[src/rtl/dphy_hs_lane_rx.sv]
// Single-lane D-PHY HS receive front end: LP/HS tracking, 0xB8 sync hunt at
// either bit parity, then one aligned payload byte strobe every 4 dphy_clk cycles.
module dphy_hs_lane_rx #(
  parameter logic        INVERT       = 1'b0,
  parameter logic [7:0]  HS_SETTLE    = 8'd4,
  parameter logic [15:0] SYNC_TIMEOUT = 16'd1024
) (
  input  logic       dphy_clk,
  input  logic       areset,
  input  logic [1:0] din,
  input  logic       lp_mode,
  input  logic       packet_done,
  output logic [7:0] byte_out,
  output logic       byte_valid,
  output logic       sync_found,
  output logic       sync_err,
  output logic       bit_offset,
  output logic [1:0] state_dbg
);

  typedef enum logic [1:0] {
    ST_LP      = 2'd0,
    ST_HUNT    = 2'd1,
    ST_LOCKED  = 2'd2,
    ST_WAIT_LP = 2'd3
  } state_t;

  state_t      state;
  logic [1:0]  d;
  // Only sr[15:7] of the LSB-first shift register is ever observed, so the
  // lower bits are not stored.
  logic [15:7] sr;
  logic        lp_meta;
  logic        lp_s;
  logic [7:0]  settle_cnt;
  logic [15:0] timeout_cnt;
  logic [1:0]  phase;
  logic        match0;
  logic        match1;

  assign d         = INVERT ? ~din : din;
  assign match0    = (sr[15:8] == 8'hB8);
  assign match1    = (sr[14:7] == 8'hB8);
  assign state_dbg = state;

  always_ff @(posedge dphy_clk or posedge areset) begin
    if (areset) begin
      state       <= ST_LP;
      sr          <= '0;
      lp_meta     <= 1'b1;
      lp_s        <= 1'b1;
      settle_cnt  <= '0;
      timeout_cnt <= '0;
      phase       <= '0;
      byte_out    <= '0;
      byte_valid  <= 1'b0;
      sync_found  <= 1'b0;
      sync_err    <= 1'b0;
      bit_offset  <= 1'b0;
    end else begin
      sr         <= {d[1], d[0], sr[15:9]};
      lp_meta    <= lp_mode;
      lp_s       <= lp_meta;
      byte_valid <= 1'b0;
      sync_found <= 1'b0;

      if (lp_s) begin
        // LP entry outranks packet_done, sync match and timeout.
        state      <= ST_LP;
        settle_cnt <= '0;
        sync_err   <= 1'b0;
      end else begin
        case (state)
          ST_LP: begin
            if (settle_cnt == HS_SETTLE - 8'd1) begin
              state       <= ST_HUNT;
              settle_cnt  <= '0;
              timeout_cnt <= '0;
            end else begin
              settle_cnt <= settle_cnt + 8'd1;
            end
          end
          ST_HUNT: begin
            if (match0 || match1) begin
              state      <= ST_LOCKED;
              bit_offset <= ~match0;
              sync_found <= 1'b1;
              phase      <= '0;
            end else if (timeout_cnt == SYNC_TIMEOUT - 16'd1) begin
              state    <= ST_WAIT_LP;
              sync_err <= 1'b1;
            end else begin
              timeout_cnt <= timeout_cnt + 16'd1;
            end
          end
          ST_LOCKED: begin
            if (packet_done) begin
              state <= ST_WAIT_LP;
            end else begin
              phase <= phase + 2'd1;
              if (phase == 2'd3) begin
                byte_out   <= bit_offset ? sr[14:7] : sr[15:8];
                byte_valid <= 1'b1;
              end
            end
          end
          ST_WAIT_LP: begin
            state <= ST_WAIT_LP;
          end
          default: state <= ST_LP;
        endcase
      end
    end
  end

endmodule
[config.mk]
export PLATFORM = sky130hd
export DESIGN_NAME = dphy_hs_lane_rx
export DESIGN_NICKNAME = d
export VERILOG_FILES = /design/src/rtl/dphy_hs_lane_rx.sv
export SDC_FILE = /design/constraint.sdc
export NUM_CORES = 1
export LEC_CHECK = 0
export ABC_CLOCK_PERIOD_IN_PS = 2600
export CAP_MARGIN = 20
export CORE_ASPECT_RATIO = 0.7
export CORE_MARGIN = 3
export CORE_UTILIZATION = 40
export DETAILED_ROUTE_END_ITERATION = 10
export PLACE_DENSITY_LB_ADDON = 0.1
export SETUP_SLACK_MARGIN = 0.15
export SYNTH_ARGS = -nofsm -noshare
export SYNTH_HDL_FRONTEND = slang
export SYNTH_SLANG_ARGS = --single-unit
[constraint.sdc]
create_clock -name dphy_clk -period 2.6 [get_ports dphy_clk]
set_input_delay 0.26 -clock dphy_clk [delete_from_list [all_inputs] [get_ports dphy_clk]]
set_output_delay 0.26 -clock dphy_clk [all_outputs]
set_load 0.05 [all_outputs]
==> results by group, run 1 <==
Setup path
  – Crit path cell chain: ha_2 > or4b_4 > o41a_1 > a2111o_1 > a21o_1 > a221o_1
  – Setup crit end kind: register
  – CP max FO: 4
  – CP Data Required Time: 2.79 ns
  – Crit path arrival time: 2.61 ns
  – Slowest CP cell: or4b_4
  – Max incr delay on CP: 0.47 ns
  – Startpoint types: register
  – Crit Path Category: reg2reg

Power and ir drop
  – Power Density: 586 nW/um^2
  – Final total power: 1670 uW
  – Worst VDD drop: 0.261 mV
  – P_leak: 0.00118 uW

STA
  – Worst-Margin Slew: 0.567 ns
  – Slew Limit Fails: 0
  – Final worst-path setup slack: 0.180 ns
  – Post-layout min period: 2.42 ns
  – Clock Skews: 0.00532 ns
  – Headroom to the max-slew limit: 62.1%
  – Final hold violations: 0
  – Final setup fails: 0
  – Setup_tns: 0 ns
  – RSZ-0062 raised after global routing: yes
  – Fmax: 413 MHz
  – Final worst path period share: 93.1%

Cells and area
  – Area grow syn2layout: 18.9%
  – # fillers: 498
  – Share of cells above drive strength 1: 11.4%
  – Multi-input logic area: 1060 um^2
  – # diodes: 0
  – Register Area: 1280 um^2
  – # nets final: 280

Place
  – GPL Wtd Cong: 0.773
  – Post-Place Worst Slack: 0.0448 ns
  – PortBufs: 19
  – Dpl hpwl: 3.54 mm

Synthesis
  – Average cell area after synthesis: 9.88 um^2
  – Mapped Cells: 243
  – Yosys warnings: 0
  – Number of flops mapped to enable cells by yosys: 0
  – Asr flop ratio synth: 100%
  – Syn nets: 252
  – Predominant post-synthesis flop cell: dfrtp_1
  – Seq cells post-synth: 51
  – Netlist cell types: 44
  – Synthesized area: 2400 um^2
  – Seq/Total Area, Yosys: 53.3%

Global routing
  – First-pass GRT wire length: 8.87 mm
  – Remaining global-route overflow: 0
  – Vias in the first global route: 1,761
  – Initial antenna violation count: 0
  – Largest net degree at the start of global routing: 28
  – Total track usage: 15.6%

Detailed routing
  – DR pass1 iterations: 5
  – Vias: 1,902
  – Antenna-violating nets left: 0
  – Routed wire length: 4.94 mm
  – DRT iter0 DRCs: 128
  – Drc violations: 0
  – Avg Vias per Cell: 5.53
  – Average routed wire per standard cell: 14.4 um

Outcome
  – Run status: finished clean

Floorplanning
  – Initial core utilization: 43.6%
  – Core area: 5510 um^2
  – Die width: 98.6 um
  – Die H: 70.8 um
  – I/O pin count: 20
  – Die area: 6980 um^2
  – Row cnt: 22

Hold path
  – Worst min path class: in2async

Clocking
  – CTS buffer count: 5
  – Clk Latency, worst-skew pair: 0.30 ns
  – CTS root buf: clkbuf_8
  – CTS tree: yes
  – Clock tree buffer depth: 2
  – H-tree Lvls: 2
  – Clock sink count: 51
  – Clk pin slew, worst setup/hold paths: 0.09 ns
  – Hold buffers post-CTS: 0

Job
  – Max_cap viols: 0
## final cells by class
cell class | instances | share of cell area [%]
clock buffer | 5 | 2.41
clock inverter | 3 | 0.833
inverter | 7 | 0.921
multi-input combinational | 175 | 37.2
sequential | 51 | 44.8
tap | 72 | 3.16
timing repair buffer | 31 | 10.7
## flip-flops by register name, summed over array words and instances, names as in the netlist, 2 cells and up
name,cells
state_dbg,2
settle_cnt,8
sr,9
timeout_cnt,16
byte_out,8
phase,2
## cell families (layout without fill, tap and decap cells)
family / Yosys count / in the layout / share of synthesized area, %
AND/OR/NAND/NOR: 88 / 88 / 19.1
AO/OA/AOI/OAI: 72 / 72 / 18.4
flip-flops: 51 / 51 / 53.3
buffers and inverters: 17 / 46 / 2.66
multiplexers: 10 / 10 / 4.27
adder cells (fa/ha/maj): 3 / 3 / 1.56
XOR/XNOR: 2 / 2 / 0.730
## Yosys cell counts (2+ instances only)
| cell type | count | area [um^2] |
|---|---|---|
| a41oi_1 | 3 | 26.3 |
| inv_1 | 7 | 26.3 |
| nor4_1 | 5 | 31.3 |
| nor2b_1 | 3 | 18.8 |
| o21a_1 | 4 | 30.0 |
| nor3_1 | 5 | 25.0 |
| ha_1 | 3 | 37.5 |
| mux2i_1 | 8 | 80.1 |
| a31oi_1 | 7 | 43.8 |
| a21oi_1 | 26 | 130 |
| nand3_1 | 9 | 45.0 |
| xnor2_1 | 2 | 17.5 |
| nand2b_1 | 3 | 18.8 |
| nand2_1 | 18 | 67.6 |
| and3_1 | 7 | 43.8 |
| nor4bb_1 | 2 | 20.0 |
| mux2_2 | 2 | 22.5 |
| nand4_1 | 6 | 37.5 |
| o21ai_0 | 19 | 95.1 |
| dfrtp_1 | 49 | 1230 |
| clkbuf_1 | 9 | 33.8 |
| nor2_1 | 23 | 86.3 |
| dfstp_2 | 2 | 52.6 |
## placed cells by master, fill, tap and decap left out, types with 4 or more instances in the layout
cell type and n:
a21oi_1 26, a31oi_1 7, and3_1 7, buf_4 10, clkbuf_8 5, clkdlybuf4s50_1 19, dfrtp_1 49, inv_1 6
mux2i_1 8, nand2_1 18, nand3_1 9, nand4_1 6, nor2_1 23, nor3_1 5, nor4_1 5, o21a_1 4
o21ai_0 18
## stage by stage
stage / hold slack [ns] / instances / area (um^2) / util [%]
after floorplan: 0.264 / 243 / 2400 / -
after global placement: 0.347 / 334 / 2740 / 49.8
after detailed placement: 0.349 / 334 / 2740 / 49.8
after CTS: 0.349 / 343 / 2840 / 51.7
after global routing: 0.337 / 344 / 2850 / 51.8
final: 0.333 / 344 / 2850 / 51.8
## what timing repair did
action / in CTS / in global routing
resized for setup: 0 / 2
setup buffers: 1 / 1
endpoints found under the hold margin: 0 / 0
pin swaps: 1 / 0
setup endpoints to repair: 3 / 4
## worst max-delay path, delay by kind of cell (launching register included)
family / cells / cell delay (ns)
AND/OR/NAND/NOR: 1 / 0.47
AO/OA/AOI/OAI: 4 / 1.25
adder cells (fa/ha/maj): 1 / 0.21
flip-flops: 1 / 0.39
## path summary, 6_finish.rpt
kind	startpoint	endpoint	slack, ns	depth (start not counted)
max	settle_cnt[1]$_DFFE_PP0P_	timeout_cnt[14]$_DFFE_PP0P_	0.18	6
min	areset	timeout_cnt[13]$_DFFE_PP0P_	0.33	2
max reg2reg	settle_cnt[1]$_DFFE_PP0P_	timeout_cnt[14]$_DFFE_PP0P_	0.18	6
min reg2reg	lp_meta$_DFF_PP1_	lp_s$_DFF_PP1_	0.36	0
max in group asynchronous	areset	sr[14]$_DFF_PP0_	1.74	3
min in group dphy_clk	lp_mode	lp_meta$_DFF_PP1_	0.35	1
## report_power, final
group	switching [uW]	internal, uW	leakage [uW]	total (uW)
registers	65.5	846	0.000675	912
clock network	268	193	0.0000408	461
logic	157	142	0.000468	300
## metal layers
| metal | vias up | global-route usage [%] | wire length, um |
|---|---|---|---|
| met1 | 915 | 25.8 | 2730 |
| met2 | 37 | 20.6 | 1960 |
| met3 | 3 | 3.74 | 232 |
| met4 | 0 | 2.27 | 13 |
| li1 | 947 | - | - |
| met5 | - | 0 | 0 |
Note: power is estimated with default switching activity, not from simulation.
==> run 2: changes to the inputs <==
--- a/config.mk
+++ b/config.mk
@@ -8,8 +8,9 @@
 export ABC_CLOCK_PERIOD_IN_PS = 2600
 export CAP_MARGIN = 20
 export CORE_ASPECT_RATIO = 0.7
-export CORE_MARGIN = 3
+export CORE_MARGIN = 8
 export CORE_UTILIZATION = 40
+export CTS_CLUSTER_DIAMETER = 100
 export DETAILED_ROUTE_END_ITERATION = 10
 export PLACE_DENSITY_LB_ADDON = 0.1
 export SETUP_SLACK_MARGIN = 0.15
==> results by group, run 2 (synthesis results as in run 1) <==
Cells and area
  – Area grow syn2layout: 19.9%
  – Most frequent cells in the layout: dfrtp_1 (49), a21oi_1 (26), nor2_1 (23)
  – Biggest register: timeout_cnt
  – Most common cell after layout, fill and taps aside: dfrtp_1
  – # fillers: 538 (+8.0%)
  – # nets final: 283 (+1.1%)
  – Largest regs: timeout_cnt x16, sr x9
  – # diodes: 0 (unchanged)
  – Max reg flops: 16 (unchanged)
  – Share of cells above drive strength 1: 12.4% (+0.97 points)

STA
  – Final worst path period share: 92.7% (-0.37 points)
  – Post-layout min period: 2.41 ns (-0.00954 ns)
  – Headroom to the max-slew limit: 55.5% (-6.6 points)
  – Slew Limit Fails: 0 (unchanged)
  – Clock Skews: 0.0109 ns (+0.00555 ns)
  – Worst-Margin Slew: 0.662 ns (+0.0944 ns)
  – Final worst-path setup slack: 0.189 ns (+0.00954 ns)
  – Final hold violations: 0 (unchanged)
  – Setup_tns: 0 ns (unchanged)
  – RSZ-0062 raised after global routing: yes
  – Final setup fails: 0 (unchanged)
  – Fmax: 415 MHz (+0.40%)

Setup path
  – CP endpoint: timeout_cnt[11]$_DFFE_PP0P_
  – Crit Path Category: reg2reg
  – Startpoint types: register
  – Setup crit end kind: register
  – Critical R2R Capture: timeout_cnt[11]$_DFFE_PP0P_
  – Worst r2r src: settle_cnt[1]$_DFFE_PP0P_
  – CP max FO: 10 (+6)
  – Crit path arrival time: 2.60 ns (about the same)
  – R2R depth: 8 (+2)
  – CP Launch Point: settle_cnt[1]$_DFFE_PP0P_
  – CP Data Required Time: 2.79 ns (about the same)
  – Worst reg-to-reg setup slack: 0.19 ns (about the same)

Floorplanning
  – Initial core utilization: 41.7% (-1.9 points)
  – Row cnt: 23 (+4.5%)
  – Die width: 109 um (+10%)
  – Die H: 80.8 um (+14%)
  – Die area: 8780 um^2 (+26%)
  – Core area: 5760 um^2 (+4.5%)
  – I/O pin count: 20 (unchanged)

Hold path
  – Hold Startpoint: lp_meta$_DFF_PP1_
  – Worst min path class: reg2reg

Clocking
  – Clock tree buffer depth: 2 (unchanged)
  – Clk pin slew, worst setup/hold paths: 0.10 ns (about the same)
  – CTS tree: yes
  – CTS buffer count: 5 (unchanged)
  – H-tree Lvls: 2 (unchanged)
  – CTS root buf: clkbuf_8
  – Clk Latency, worst-skew pair: 0.31 ns (about the same)
  – Clock sink count: 51 (unchanged)

Place
  – GPL Wtd Cong: 0.795 (+2.7%)
  – Post-Place Worst Slack: 0.0233 ns (-0.0215 ns)
  – PortBufs: 19 (unchanged)
  – Dpl hpwl: 3.47 mm (-2.2%)

Global routing
  – Largest net degree at the start of global routing: 52 (+86%)
  – Initial antenna violation count: 0 (unchanged)
  – Total track usage: 12.6% (-3.0 points)
  – Vias in the first global route: 1,762 (+0.057%)
  – Remaining global-route overflow: 0 (unchanged)
  – First-pass GRT wire length: 8.98 mm (+1.2%)

Detailed routing
  – Average routed wire per standard cell: 14.9 um (+3.6%)
  – Antenna-violating nets left: 0 (unchanged)
  – Routed wire length: 5.21 mm (+5.4%)
  – Avg Vias per Cell: 5.37 (-2.9%)
  – DRT iter0 DRCs: 153 (+20%)
  – Vias: 1,880 (-1.2%)
  – Drc violations: 0 (unchanged)
  – DR pass1 iterations: 4 (-1)

Power and ir drop
  – Worst VDD drop: 0.376 mV (+44%)
  – Final total power: 1720 uW (+2.6%)
  – P_leak: 0.00120 uW (+1.1%)
  – Power Density: 596 nW/um^2 (+1.8%)

Outcome
  – Run status: finished clean

Job
  – Max_cap viols: 0 (unchanged)
## run 2: final cells by class
cell class,instances,area (um^2),area share [%]
Inverter,7,26.3,0.913
Clock inverter,3,25.0,0.870
Sequential cell,51,1280,44.4
Clock buffer,5,68.8,2.39
Multi-Input combinational cell,175,1070,37.2
Tap cell,75,93.8,3.26
Timing Repair Buffer,34,315,11.0
## run 2: metal layers
layer  wire length, um  track usage, %  part of all wire, %
met1              2930            19.4                   56
met2              2070            17.0                   40
met3               192            3.08                  3.7
met4                22            3.27                 0.42
met5                 0               0                    0
## run 2: where the power goes
| group | internal [uW] | total [uW] | switching (uW) |
|---|---|---|---|
| clock network | 193 | 475 | 282 |
| logic | 161 | 333 | 171 |
| registers | 846 | 909 | 62.3 |
| total | 1200 | 1720 | 515 |
## run 2: critical path, stage by stage, from the launching register on
cell and delay (ns):
dfrtp_1 0.38, ha_2 0.21, or4b_4 0.47, o41a_1 0.37, a2111o_1 0.36, buf_4 0.17
a21oi_4 0.13, buf_12 0.14, a31oi_1 0.08
## run 2: timing repair
action                     4_1_cts  5_1_grt
gates resized for setup          0        3
pin swaps                        1        1
setup endpoints to repair        9       13
hold buffers                     0        0
buffers inserted                 4        3
## run 2: stage by stage
step / instance area (um^2) / utilization, % / std cells / hold WS (ns)
floorplan: 2400 / - / 243 / 0.264
global placement: 2720 / 47.3 / 335 / 0.346
detailed placement: 2720 / 47.3 / 335 / 0.348
CTS: 2840 / 49.4 / 347 / 0.354
global route: 2880 / 50.0 / 350 / 0.346
finish: 2880 / 50.0 / 350 / 0.361
## run 2: how the worst min path moves through the flow
stage / endpoint / slack, ns / cells after the start
finish: lp_s$_DFF_PP1_ / 0.36 / 0
global route: lp_meta$_DFF_PP1_ / 0.35 / 1
CTS: lp_meta$_DFF_PP1_ / 0.35 / 1
detailed placement: lp_s$_DFF_PP1_ / 0.35 / 0
global placement: lp_s$_DFF_PP1_ / 0.35 / 0
floorplan: lp_meta$_DFF_PP1_ / 0.26 / 0
==> run 3: changes to the inputs <==
--- a/config.mk
+++ b/config.mk
@@ -14,6 +14,7 @@
 export DETAILED_ROUTE_END_ITERATION = 10
 export PLACE_DENSITY_LB_ADDON = 0.1
 export SETUP_SLACK_MARGIN = 0.15
+export SLEW_MARGIN = 5
 export SYNTH_ARGS = -nofsm -noshare
 export SYNTH_HDL_FRONTEND = slang
 export SYNTH_SLANG_ARGS = --single-unit
==> results of run 3 <==
Same layout as run 2: the final DEF is identical, and so are final timing and power.
